==> src/rtl/alu_exec_stage_pkg.sv <==
// alu_exec_stage_pkg
//   Shared definitions for the ALU execute stage. It holds the ALU select
//   codes and their width, the stage state enum, the shift-direction enum,
//   and helpers that classify select codes.
//   Optional feature macro: ALU_EXEC_SHIFT_EN. It enables the iterative shifts
//   in the stage that imports this package.
package alu_exec_stage_pkg;

  localparam int unsigned ALU_SEL_W = 6;

  localparam logic [ALU_SEL_W-1:0] ALU_ADD = 6'h01;
  localparam logic [ALU_SEL_W-1:0] ALU_SUB = 6'h02;
  localparam logic [ALU_SEL_W-1:0] ALU_BNE = 6'h03;
  localparam logic [ALU_SEL_W-1:0] ALU_AND = 6'h04;
  localparam logic [ALU_SEL_W-1:0] ALU_OR  = 6'h05;
  localparam logic [ALU_SEL_W-1:0] ALU_XOR = 6'h06;
  localparam logic [ALU_SEL_W-1:0] ALU_SLL = 6'h07;
  localparam logic [ALU_SEL_W-1:0] ALU_SRL = 6'h08;
  localparam logic [ALU_SEL_W-1:0] ALU_SRA = 6'h09;

  typedef enum logic {
    IDLE,
    SHIFT
  } state_e;

  typedef enum logic [1:0] {
    SH_SLL = 2'd0,
    SH_SRL = 2'd1,
    SH_SRA = 2'd2
  } shift_op_e;

  function automatic logic is_shift(input logic [ALU_SEL_W-1:0] sel);
    return (sel == ALU_SLL) || (sel == ALU_SRL) || (sel == ALU_SRA);
  endfunction

  function automatic shift_op_e shift_op(input logic [ALU_SEL_W-1:0] sel);
    shift_op_e op;
    case (sel)
      ALU_SRL: op = SH_SRL;
      ALU_SRA: op = SH_SRA;
      default: op = SH_SLL;
    endcase
    return op;
  endfunction

endpackage

==> src/rtl/alu_shift_iter.sv <==
// alu_shift_iter
//   Iterative one-bit-per-cycle shifter used by alu_exec_stage. The stage
//   instantiates it only when ALU_EXEC_SHIFT_EN is defined.
//   Ports:
//     clk, reset  clock and synchronous active-high reset
//     start_i     load data_i/amt_i/op_i and begin shifting (amt_i must be > 0)
//     op_i        shift kind (SLL / SRL zero-fill, SRA sign-fill)
//     data_i      value to shift
//     amt_i       number of single-bit steps
//     done_o      high during the final step
//     result_o    value after the current step; it is final when done_o is high
module alu_shift_iter
  import alu_exec_stage_pkg::*;
#(
  parameter int unsigned XLEN    = 32,
  parameter int unsigned SHAMT_W = $clog2(XLEN)
) (
  input  logic               clk,
  input  logic               reset,
  input  logic               start_i,
  input  shift_op_e          op_i,
  input  logic [XLEN-1:0]    data_i,
  input  logic [SHAMT_W-1:0] amt_i,
  output logic               done_o,
  output logic [XLEN-1:0]    result_o
);

  logic               busy_q;
  logic [SHAMT_W-1:0] cnt_q;
  logic [XLEN-1:0]    sreg_q;
  shift_op_e          op_q;
  logic [XLEN-1:0]    step_d;

  always_comb begin
    step_d = sreg_q;
    case (op_q)
      SH_SLL:  step_d = {sreg_q[XLEN-2:0], 1'b0};
      SH_SRL:  step_d = {1'b0, sreg_q[XLEN-1:1]};
      SH_SRA:  step_d = {sreg_q[XLEN-1], sreg_q[XLEN-1:1]};
      default: step_d = sreg_q;
    endcase
  end

  // The step that takes the counter from 1 to 0 is the final one. The
  // shifted value is offered combinationally, so the stage can register it
  // on that same edge.
  assign done_o   = busy_q && (cnt_q == SHAMT_W'(1));
  assign result_o = step_d;

  always_ff @(posedge clk) begin
    if (reset) begin
      busy_q <= 1'b0;
      cnt_q  <= '0;
      sreg_q <= '0;
      op_q   <= SH_SLL;
    end else if (start_i) begin
      busy_q <= 1'b1;
      cnt_q  <= amt_i;
      sreg_q <= data_i;
      op_q   <= op_i;
    end else if (busy_q) begin
      sreg_q <= step_d;
      cnt_q  <= cnt_q - SHAMT_W'(1);
      if (cnt_q == SHAMT_W'(1)) begin
        busy_q <= 1'b0;
      end
    end
  end

endmodule

==> src/rtl/alu_exec_stage.sv <==
// alu_exec_stage
//   Registered ALU execute stage with a valid/ready handshake on both sides.
//   Logical, arithmetic and BNE ops complete in one cycle. When the
//   ALU_EXEC_SHIFT_EN macro is defined, the stage also supports SLL, SRL and
//   SRA. These run one bit per cycle in the SHIFT state. Without the macro,
//   the stage treats shift codes as illegal.
//   Ports:
//     clk, reset  clock and synchronous active-high reset
//     in_valid    operands and select presented
//     in_ready    stage can accept this cycle
//     alu_ctl     select code (see alu_exec_stage_pkg)
//     src_a       operand A
//     src_b       operand B; its low SHAMT_W bits give the shift amount
//     out_valid   result registered and held
//     out_ready   consumer takes the result
//     result      registered result
//     zero        result == 0
//     err         select code was illegal
module alu_exec_stage
  import alu_exec_stage_pkg::*;
#(
  parameter int unsigned XLEN    = 32,
  parameter int unsigned SHAMT_W = $clog2(XLEN)
) (
  input  logic                 clk,
  input  logic                 reset,
  input  logic                 in_valid,
  output logic                 in_ready,
  input  logic [ALU_SEL_W-1:0] alu_ctl,
  input  logic [XLEN-1:0]      src_a,
  input  logic [XLEN-1:0]      src_b,
  output logic                 out_valid,
  input  logic                 out_ready,
  output logic [XLEN-1:0]      result,
  output logic                 zero,
  output logic                 err
);

  logic            out_valid_q, out_valid_d;
  logic [XLEN-1:0] result_q, result_d;
  logic            err_q, err_d;
  logic            accept;
  logic [XLEN-1:0] alu_res;
  logic            alu_err;

  assign accept = in_valid && in_ready;

`ifdef ALU_EXEC_SHIFT_EN
  state_e             state_q, state_d;
  logic [SHAMT_W-1:0] shamt;
  logic               shift_start;
  logic               shift_done;
  logic [XLEN-1:0]    shift_res;

  assign shamt       = src_b[SHAMT_W-1:0];
  assign shift_start = accept && is_shift(alu_ctl) && (shamt != '0);
  assign in_ready    = (state_q == IDLE) && (!out_valid_q || out_ready);

  alu_shift_iter #(
    .XLEN    (XLEN),
    .SHAMT_W (SHAMT_W)
  ) u_shift (
    .clk      (clk),
    .reset    (reset),
    .start_i  (shift_start),
    .op_i     (shift_op(alu_ctl)),
    .data_i   (src_a),
    .amt_i    (shamt),
    .done_o   (shift_done),
    .result_o (shift_res)
  );
`else
  logic unused_shamt;

  assign unused_shamt = ^src_b[SHAMT_W-1:0];
  assign in_ready     = !out_valid_q || out_ready;
`endif

  always_comb begin
    alu_res = '0;
    alu_err = 1'b0;
    case (alu_ctl)
      ALU_ADD: alu_res = src_a + src_b;
      ALU_SUB: alu_res = src_a - src_b;
      ALU_BNE: alu_res = XLEN'(src_a != src_b);
      ALU_AND: alu_res = src_a & src_b;
      ALU_OR:  alu_res = src_a | src_b;
      ALU_XOR: alu_res = src_a ^ src_b;
`ifdef ALU_EXEC_SHIFT_EN
      // This value is used only for a zero shift amount. Non-zero amounts
      // go through the iterative shifter.
      ALU_SLL, ALU_SRL, ALU_SRA: alu_res = src_a;
`endif
      default: alu_err = 1'b1;
    endcase
  end

  always_comb begin
    out_valid_d = out_valid_q;
    result_d    = result_q;
    err_d       = err_q;
`ifdef ALU_EXEC_SHIFT_EN
    state_d     = state_q;
`endif
    if (out_valid_q && out_ready) begin
      out_valid_d = 1'b0;
    end
`ifdef ALU_EXEC_SHIFT_EN
    if (shift_start) begin
      state_d = SHIFT;
    end else if (accept) begin
      out_valid_d = 1'b1;
      result_d    = alu_res;
      err_d       = alu_err;
    end else if ((state_q == SHIFT) && shift_done) begin
      state_d     = IDLE;
      out_valid_d = 1'b1;
      result_d    = shift_res;
      err_d       = 1'b0;
    end
`else
    if (accept) begin
      out_valid_d = 1'b1;
      result_d    = alu_res;
      err_d       = alu_err;
    end
`endif
  end

  always_ff @(posedge clk) begin
    if (reset) begin
      out_valid_q <= 1'b0;
      result_q    <= '0;
      err_q       <= 1'b0;
`ifdef ALU_EXEC_SHIFT_EN
      state_q     <= IDLE;
`endif
    end else begin
      out_valid_q <= out_valid_d;
      result_q    <= result_d;
      err_q       <= err_d;
`ifdef ALU_EXEC_SHIFT_EN
      state_q     <= state_d;
`endif
    end
  end

  assign out_valid = out_valid_q;
  assign result    = result_q;
  assign zero      = (result_q == '0);
  assign err       = err_q;

endmodule
==> config.mk <==
export PLATFORM = sky130hd
export DESIGN_NAME = alu_exec_stage
export DESIGN_NICKNAME = d
export VERILOG_FILES = /design/src/rtl/alu_exec_stage_pkg.sv /design/src/rtl/alu_shift_iter.sv /design/src/rtl/alu_exec_stage.sv
export SDC_FILE = /design/constraint.sdc
export NUM_CORES = 1
export LEC_CHECK = 0
export ABC_AREA = 0
export BUFFER_PORTS_ARGS = -buffer_cell sky130_fd_sc_hd__buf_2
export CORE_MARGIN = 4
export CORE_UTILIZATION = 42
export CTS_CLUSTER_DIAMETER = 120
export CTS_CLUSTER_SIZE = 14
export DETAILED_ROUTE_END_ITERATION = 6
export PLACE_DENSITY = 0.64
export SETUP_SLACK_MARGIN = 0.2
export SLEW_MARGIN = 20
export SYNTH_ARGS = -nofsm -noshare
export SYNTH_HDL_FRONTEND = slang
export SYNTH_HIERARCHICAL = 1
export SYNTH_SLANG_ARGS = --single-unit
==> constraint.sdc <==
create_clock -name clk -period 4.1 [get_ports clk]
set_input_delay 0.615 -clock clk [delete_from_list [all_inputs] [get_ports clk]]
set_output_delay 0.615 -clock clk [all_outputs]
set_load 0.01 [all_outputs]
==> results of run 1 <==
cells by family (layout without fill, tap and decap cells):
| kind of cell | after synthesis | count (layout) | synth area share |
|---|---|---|---|
| flip-flops | 34 | 34 | 0.103 |
| multiplexers | 12 | 12 | 0.0183 |
| XOR/XNOR | 5 | 5 | 0.00662 |
| AO/OA/AOI/OAI | 352 | 352 | 0.369 |
| buffers and inverters | 163 | 256 | 0.0970 |
| adder cells (fa/ha/maj) | 102 | 102 | 0.194 |
| AND/OR/NAND/NOR | 299 | 299 | 0.212 |
sequential cells by signal, indices dropped and copies added, names as in the netlist:
register and count:
out_valid 1, result 32, err 1
per-stage QoR:
stage | power, W | hold slack, ns | setup WS (ns) | instance area, um^2 | utilization
after global routing | 0.00161 | 0.485 | 0.389 | 7590 | 0.496
after detailed placement | 0.00109 | 0.448 | 0.341 | 7440 | 0.486
after CTS | 0.00150 | 0.458 | 0.614 | 7590 | 0.496
after floorplan | 0.000857 | 0.479 | 0.931 | 6620 | -
after global placement | 0.00109 | 0.450 | 0.319 | 7440 | 0.486
final | 0.00152 | 0.456 | 0.481 | 7590 | 0.496
path summary, 6_finish.rpt:
path,startpoint,end,slack [ns],depth (start not counted)
max,src_a[13],result[30],0.48,13
min,result[22],result[22],0.46,2
max reg2reg,out_valid,result[31],1.39,8
min reg2reg,result[22],result[22],0.46,2
worst max-delay path, cell delays in order:
cell and delay [ns]:
buf_2 0.10, inv_1 0.04, ha_1 0.45, nor2_1 0.24, nand2_1 0.17, nor4_1 0.78, a311oi_2 0.25, o31ai_2 0.23
buf_4 0.20, nor3b_2 0.21, o41ai_1 0.11, or3b_1 0.36, nand3_1 0.07
layout make-up:
cell class                      count  area, um^2  area share
Clock inverter                      2        12.5     0.00165
Tap cell                          211         264      0.0348
Timing Repair Buffer              144         808       0.106
Sequential cell                    34         681      0.0897
Inverter                          104         390      0.0514
Clock buffer                        6         139      0.0183
Multi-Input combinational cell    770        5300       0.698
power by group through the flow:
| stage | Combinational [W] | Clock (W) | Sequential, W |
|---|---|---|---|
| 2_1_floorplan | 0.000512 | 0 | 0.000345 |
| 4_1_cts | 0.000752 | 0.000416 | 0.000337 |
| 3_3_place_gp | 0.000749 | 0 | 0.000344 |
| 5_1_grt | 0.000841 | 0.000427 | 0.000337 |
| 6_report | 0.000768 | 0.000413 | 0.000337 |
| 3_5_place_dp | 0.000748 | 0 | 0.000344 |
routing by layer:
metal | part of all wire | global-route usage
met2 | 0.43 | 0.427
met1 | 0.45 | 0.393
met3 | 0.096 | 0.0344
met5 | 0 | 0
met4 | 0.022 | 0.0531
layout by cell type (no fill, tap or decap), types with 8 or more instances in the layout:
cell type / instances
nor4_1: 19
or3_1: 10
buf_2: 109
o211ai_1: 15
o22ai_1: 13
o221ai_1: 9
a211oi_1: 23
o21bai_1: 11
a31oi_1: 10
nand2_1: 85
nand3_1: 30
nor2_1: 79
buf_4: 35
nand2b_1: 11
ha_1: 101
dfxtp_1: 34
a21oi_1: 97
a21o_1: 25
nor3_1: 28
mux2i_1: 11
o21ai_0: 58
a22o_1: 8
inv_1: 103
==> impl_metrics.env, run 1 <==
export IMPL_syn_area_per_cell_um2=6.84
export IMPL_setup_viol=0
export IMPL_static_leakage_power_nw=3.60
export IMPL_holdCritPathClass="register to register"
export IMPL_cts_setup_buffers=0
export IMPL_seq_power_share=0.222
export IMPL_ys_warn_count=6
export IMPL_ys_flop_type="dfxtp_1"
export IMPL_dp_cells=1263
export IMPL_power_switching_w=0.000664
export IMPL_synth_async_reset_ratio=0
export IMPL_number_of_hold_slack_violations_in_the_final_timing_report=0
export IMPL_grt_setup_unrepaired="false"
export IMPL_gp_congestion=0.987
export IMPL_skew_ns=0.00314
export IMPL_power_share_combinational=0.506
export IMPL_tritoncts_num_buffers=5
export IMPL_cts_resized=0
export IMPL_worstSkewPairLatency_ns=0.29
export IMPL_fin_crit_sh=0.883
export IMPL_most_area_hungry_cell_type_in_the_yosys_netlist="ha_1"
export IMPL_internal_power_w=0.000853
export IMPL_clk_path_buf_depth=2
export IMPL_outcome="completed"
export IMPL_critical_path_class="primary input to register"
export IMPL_syn_num_nets=1143
export IMPL_placeable_area_um2=15300
export IMPL_cp_data_arrival_time_ns=3.85
export IMPL_timing_worst_slew_pin_value_ns=0.985
export IMPL_synth_seq_area_share=0.103
export IMPL_initial_utilization=0.432
export IMPL_antenna_found_initial=0
export IMPL_cts_hold_buffers_added=0
export IMPL_pwr_density_cell_nw_per_um2=200
export IMPL_grt_remaining_overflow=0
export IMPL_worst_setup_path_start_kind="primary input"
export IMPL_drv_slew=0
export IMPL_critPathMaxFanout=12
export IMPL_worst_ir_drop_vdd_mv=0.140
export IMPL_synth_distinct_cells=76
export IMPL_drv_cap=0
export IMPL_cts_tree="built"
export IMPL_post_synth_top_count_cell="inv_1"
export IMPL_grt_pass1_vias=7058
export IMPL_synth_edff_count=0
export IMPL_avgViaCountPerCell=6.05
export IMPL_routed_wl_um=24900
export IMPL_drt_pre_antenna_iters=5
export IMPL_num_io_pins=110
export IMPL_layout_area_overhead_vs_synth_pct=14.8
export IMPL_path_clk_slew_ns=0.06
export IMPL_syn_cell_area_um2=6620
export IMPL_antenna_diode_count=0
export IMPL_numClockSinks=34
export IMPL_avgRoutedWirePerCell_um=19.6
export IMPL_die_height_um=134
export IMPL_detailedPlacementHpwl_um=19400
export IMPL_slew_limit_headroom=0.339
export IMPL_clockPowerShare=0.272
export IMPL_synthDominantCellAreaShare=0.191
export IMPL_design_final_nets=1235
export IMPL_critical_path_required_ns=4.33
export IMPL_die_w_um=134
export IMPL_period_needed_ns=3.62
export IMPL_final_fill_count=1646
export IMPL_synth_register_bits=34
export IMPL_drtIter0Drc=926
export IMPL_switching_share_of_power=0.438
export IMPL_fin_cells=1271
export IMPL_fp_row_count=45
export IMPL_grt_pass1_wl_um=39000
export IMPL_ys_top_cells_by_area="ha_1, dfxtp_1, a21oi_1"
export IMPL_postRouteAntennaNets=0
export IMPL_cts_htree_levels=2
export IMPL_setup_worst_path_end_class="register"
export IMPL_numPortBuffers=109
export IMPL_accumulated_negative_setup_slack_ns=0
export IMPL_synth_commonest_cells="inv_1, ha_1, a21oi_1"
export IMPL_maximum_number_of_pins_on_one_net_before_global_route_repair=42
export IMPL_clock_root_buffer="clkbuf_16"
export IMPL_max_freq_mhz=276
export IMPL_drive_gt1_frac=0.168
export IMPL_track_usage=0.269
export IMPL_syn_inst=967
export IMPL_area_of_the_die_um2=17800
export IMPL_dr_total_vias=7695
export IMPL_remaining_drc_errors=0
Power figures use the tool's default switching activity.
==> run 2: changes to the inputs <==
--- a/config.mk
+++ b/config.mk
@@ -7,6 +7,7 @@
 export LEC_CHECK = 0
 export ABC_AREA = 0
 export BUFFER_PORTS_ARGS = -buffer_cell sky130_fd_sc_hd__buf_2
+export CORE_ASPECT_RATIO = 0.8
 export CORE_MARGIN = 4
 export CORE_UTILIZATION = 42
 export CTS_CLUSTER_DIAMETER = 120
==> run 2 against run 1 <==
Net effect:
- final cell count decreased by 0.16%
- clock-buffer cell count decreased by 1
- sequential share of layout area about the same
- largest power group unchanged
- non-clock buffer count unchanged
- worst setup slack improved by 0.10 ns
- cell area decreased by 0.23%
- clock power decreased by 3%
- flip-flop and latch count unchanged
- sequential power about the same
- via count increased by 1.4%
- clock skew increased by 0.0052 ns
- critical endpoint unchanged
- wire length increased by 2.3%
==> impl_metrics.env, run 2 (synthesized netlist as in run 1, its figures left out) <==
export IMPL_outcome="completed"
export IMPL_numClockSinks=34
export IMPL_dr_total_vias=7805
export IMPL_layout_cells_most_common_list="buf_2, inv_1, ha_1"
export IMPL_grt_remaining_overflow=0
export IMPL_drt_pre_antenna_iters=5
export IMPL_internal_power_w=0.000835
export IMPL_numPortBuffers=109
export IMPL_grt_pass1_vias=7194
export IMPL_power_share_combinational=0.514
export IMPL_design_final_nets=1235
export IMPL_critical_path_class="primary input to register"
export IMPL_path_clk_slew_ns=0.07
export IMPL_critical_path_required_ns=4.34
export IMPL_die_height_um=120
export IMPL_fp_row_count=40
export IMPL_routed_wl_um=25500
export IMPL_gp_congestion=0.984
export IMPL_most_common_library_cell_in_the_layout_ignoring_fill_and_taps="buf_2"
export IMPL_hold_path_depth=2
export IMPL_clock_root_buffer="clkbuf_16"
export IMPL_worst_ir_drop_vdd_mv=0.131
export IMPL_tritoncts_num_buffers=5
export IMPL_postRouteAntennaNets=0
export IMPL_number_of_hold_slack_violations_in_the_final_timing_report=0
export IMPL_drive_gt1_frac=0.167
export IMPL_final_core_util=0.498
export IMPL_cts_resized=0
export IMPL_remaining_drc_errors=0
export IMPL_cp_data_arrival_time_ns=3.76
export IMPL_largest_register_ff_count=32
export IMPL_pre_cts_slack_ns=0.346
export IMPL_worstSkewPairLatency_ns=0.30
export IMPL_cts_htree_levels=2
export IMPL_setup_viol=0
export IMPL_die_w_um=148
export IMPL_initial_utilization=0.435
export IMPL_drv_slew=0
export IMPL_grt_setup_unrepaired="false"
export IMPL_cts_setup_buffers=0
export IMPL_pwr_density_cell_nw_per_um2=200
export IMPL_antenna_diode_count=0
export IMPL_r2r_cells=9
export IMPL_critPathMaxFanout=7
export IMPL_report_power_total_w=0.00152
export IMPL_seq_power_share=0.222
export IMPL_maximum_number_of_pins_on_one_net_before_global_route_repair=31
export IMPL_accumulated_negative_setup_slack_ns=0
export IMPL_avgRoutedWirePerCell_um=20.1
export IMPL_timing_worst_slew_pin_value_ns=0.868
export IMPL_period_needed_ns=3.52
export IMPL_antenna_found_initial=0
export IMPL_skew_ns=0.00832
export IMPL_grt_pass1_wl_um=40100
export IMPL_placeable_area_um2=15200
export IMPL_clk_path_buf_depth=2
export IMPL_holdCritPathClass="register to register"
export IMPL_clockPowerShare=0.264
export IMPL_max_freq_mhz=284
export IMPL_setup_worst_path_end_class="register"
export IMPL_area_of_the_die_um2=17800
export IMPL_track_usage=0.278
export IMPL_drv_cap=0
export IMPL_cts_hold_buffers_added=0
export IMPL_switching_share_of_power=0.450
export IMPL_power_switching_w=0.000682
export IMPL_static_leakage_power_nw=3.60
export IMPL_avgViaCountPerCell=6.15
export IMPL_setup_ws_ns=0.585
export IMPL_layout_area_overhead_vs_synth_pct=14.5
export IMPL_worst_setup_path_start_kind="primary input"
export IMPL_detailedPlacementHpwl_um=19600
export IMPL_slew_limit_headroom=0.414
export IMPL_num_io_pins=110
export IMPL_drtIter0Drc=860
export IMPL_cts_tree="built"
export IMPL_fin_crit_sh=0.857
## run 2: cell types whose count changed in the layout (fill, tap and decap cells not counted)
cell        previous run  this run
clkbuf_8               1         0
clkinv_2               1         2
clkinvlp_4             1         0
## run 2: area by class of cell
cell class | count | area [um^2]
clock inverters | 2 | 10.0
fillers | 1593 | 7640
flip-flops and latches | 34 | 681
inverters | 104 | 390
multi-input cells | 770 | 5300
clock buffers | 5 | 125
well taps | 210 | 263
repair buffers | 144 | 808
## run 2: path summary, 6_finish.rpt
check,start,to,slack [ns]
max,src_a[0],result[30],0.58
min,result[7],result[7],0.47
max reg2reg,out_valid,result[31],1.54
min reg2reg,result[7],result[7],0.47
## run 2: metrics by stage
stage          cells  area, um^2  hold WS, ns
2_1_floorplan    967        6620        0.479
3_3_place_gp    1262        7440        0.462
3_5_place_dp    1262        7440        0.465
4_1_cts         1269        7570        0.473
5_1_grt         1269        7570        0.496
6_report        1269        7570        0.472
## run 2: layer usage
layer | wire length [um] | GRT usage | vias to the layer above
met2 | 10300 | 0.403 | 486
met1 | 11600 | 0.415 | 3578
met3 | 3010 | 0.0663 | 54
met5 | 0 | 0 | -
li1 | - | - | 3687
met4 | 558 | 0.0577 | 0
## run 2: power groups by stage
stage               registers [W]  clock network, W  logic [W]
floorplan                0.000345                 0   0.000512
global placement         0.000344                 0   0.000753
detailed placement       0.000344                 0   0.000752
CTS                      0.000337          0.000400   0.000757
global route             0.000337          0.000413   0.000850
finish                   0.000337          0.000400   0.000780
## run 2: critical path: stages
cell	delay, ns
buf_2	0.11
inv_1	0.06
ha_1	0.22
fa_1	0.42
o21ba_2	0.25
o2111ai_1	0.30
a21o_1	0.21
a311oi_2	0.15
o31ai_2	0.59
nor3b_2	0.31
o41ai_1	0.11
or3b_1	0.35
nand3_1	0.07
==> run 3: changes to the inputs <==
==> constraint.sdc (replaced) <==
create_clock -name clk -period 3.4 [get_ports clk]
set_input_delay 0.51 -clock clk [delete_from_list [all_inputs] [get_ports clk]]
set_output_delay 0.51 -clock clk [all_outputs]
set_load 0.01 [all_outputs]
==> run 3 against run 2 <==
Net effect:
- global-route usage fell by 0.58 points
- register-to-register slack got worse by 0.58 ns
- non-clock buffer count rose by 57
- wire length barely moved
- cell area rose by 6.8%
- clock power rose by 18%
- via count rose by 2.9%
- worst hold slack got worse by 0.0034 ns
- die area did not move
- largest power group unchanged
- highest routed layer unchanged
==> impl_metrics.env, run 3 (synthesized netlist as in run 1, its figures left out) <==
export IMPL_setup_worst_path_end_class="register"
export IMPL_avgRoutedWirePerCell_um=19.2
export IMPL_drive_gt1_frac=0.220
export IMPL_cts_hold_buffers_added=0
export IMPL_design_final_nets=1292
export IMPL_placeable_area_um2=15200
export IMPL_track_usage=0.272
export IMPL_maximum_number_of_pins_on_one_net_before_global_route_repair=32
export IMPL_final_core_util=0.531
export IMPL_clk_path_buf_depth=2
export IMPL_most_common_library_cell_in_the_layout_ignoring_fill_and_taps="buf_2"
export IMPL_fin_crit_sh=0.919
export IMPL_min_delay_worst_endpoint="result[22]"
export IMPL_accumulated_negative_setup_slack_ns=0
export IMPL_routed_wl_um=25500
export IMPL_postRouteAntennaNets=0
export IMPL_dp_cells=1317
export IMPL_drt_pre_antenna_iters=6
export IMPL_r2r_slack_ns=0.96
export IMPL_num_io_pins=110
export IMPL_critical_path_max_stage_delay_ns=0.41
export IMPL_timing_rr_start="out_valid"
export IMPL_drv_slew=0
export IMPL_numPortBuffers=109
export IMPL_crit_slowest_cell="a221o_2"
export IMPL_static_leakage_power_nw=3.89
export IMPL_critical_path_required_ns=3.62
export IMPL_grt_remaining_overflow=0
export IMPL_r2r_cells=8
export IMPL_remaining_drc_errors=0
export IMPL_setup_viol=0
export IMPL_drv_cap=0
export IMPL_slew_limit_headroom=0.382
export IMPL_antenna_found_initial=0
export IMPL_grt_pass1_wl_um=39700
export IMPL_numClockSinks=34
export IMPL_initial_utilization=0.435
export IMPL_outcome="completed"
export IMPL_layout_cells_most_common_list="buf_2, inv_1, ha_1"
export IMPL_area_of_the_die_um2=17800
export IMPL_largest_register_ff_count=32
export IMPL_tritoncts_num_buffers=5
export IMPL_avgViaCountPerCell=6.05
export IMPL_fin_cells=1327
export IMPL_die_height_um=120
export IMPL_critPathMaxFanout=4
export IMPL_cts_htree_levels=2
export IMPL_fp_row_count=40
export IMPL_period_needed_ns=3.12
export IMPL_cp_data_arrival_time_ns=3.34
export IMPL_clock_root_buffer="clkbuf_16"
export IMPL_grt_pass1_vias=7278
export IMPL_path_cells="buf_2 > inv_1 > ha_1 > buf_4 > buf_4 > a21oi_4 > o22ai_4 > a211oi_4 > o211ai_2 > a221o_2 > a211o_1 > a221o_1 > or3_1 > nand3_1"
export IMPL_path_clk_slew_ns=0.07
export IMPL_finalHoldWorstSlack_ns=0.468
export IMPL_dr_total_vias=8030
export IMPL_worst_ir_drop_vdd_mv=0.201
export IMPL_rr_endpoint="result[31]"
export IMPL_skew_ns=0.00645
export IMPL_detailedPlacementHpwl_um=19900
export IMPL_timing_worst_slew_pin_value_ns=0.918
export IMPL_number_of_hold_slack_violations_in_the_final_timing_report=0
export IMPL_die_w_um=148
export IMPL_drtIter0Drc=941
export IMPL_gp_congestion=1.02
export IMPL_layout_area_overhead_vs_synth_pct=22.2
export IMPL_hold_path_depth=2
export IMPL_worstSkewPairLatency_ns=0.28
export IMPL_cts_tree="built"
export IMPL_worstHoldStart="result[22]"
export IMPL_worst_setup_path_start_kind="primary input"
export IMPL_grt_setup_unrepaired="true"
export IMPL_pwr_density_cell_nw_per_um2=237
export IMPL_holdCritPathClass="register to register"
export IMPL_worst_path_most_repeated_cell="buf_4"
export IMPL_max_freq_mhz=320
export IMPL_critical_path_class="primary input to register"
export IMPL_antenna_diode_count=0
## run 3: critical path: cells and delay by family
family / cells / cell delay, ns
buffers and inverters: 4 / 0.42
AND/OR/NAND/NOR: 2 / 0.40
AO/OA/AOI/OAI: 7 / 1.71
adder cells (fa/ha/maj): 1 / 0.31
## run 3: how the worst max path moves through the flow
stage	endpoint	slack [ns]	start
floorplan	result[30]	0.34	src_a[1]
global placement	result[27]	-0.13	src_a[2]
detailed placement	result[27]	-0.12	src_a[2]
CTS	result[27]	0.20	src_a[2]
global route	result[30]	0.15	src_a[0]
finish	result[30]	0.28	src_a[3]
## run 3: layout make-up
cell class | instances | area [um^2]
inverter | 104 | 390
clock inverter | 2 | 13.8
tap | 210 | 263
timing repair buffer | 201 | 1250
multi-input combinational | 770 | 5360
sequential | 34 | 681
clock buffer | 6 | 129
fill | 1564 | 7130
## run 3: routing by layer
layer  up-vias  global-route usage  part of all wire
met5         -                   0                 0
met4         0              0.0450             0.018
met3        51              0.0532              0.11
met2       492               0.403              0.41
met1      3682               0.410              0.46
li1       3805                   -                 -
## run 3: report_power, final
group,leakage (nW),internal [W],switching [W]
Sequential,0.275,0.000403,0.00000348
Clock,0.0708,0.000273,0.000199
Combinational,3.55,0.000412,0.000629
Total,3.89,0.00109,0.000832
## run 3: through the flow
step                power [W]  setup WS, ns  area (um^2)
finish                0.00192         0.276         8090
global route          0.00201         0.150         8090
floorplan             0.00103         0.336         6620
global placement      0.00140        -0.127         7870
detailed placement    0.00140        -0.124         7870
CTS                   0.00187         0.205         8010
## run 3: timing repair
| item | CTS | global route |
|---|---|---|
| gates resized for setup | 1 | 16 |
| setup buffers | 0 | 2 |
| pin swaps | 0 | 1 |
| endpoints found under the setup margin | 1 | 12 |
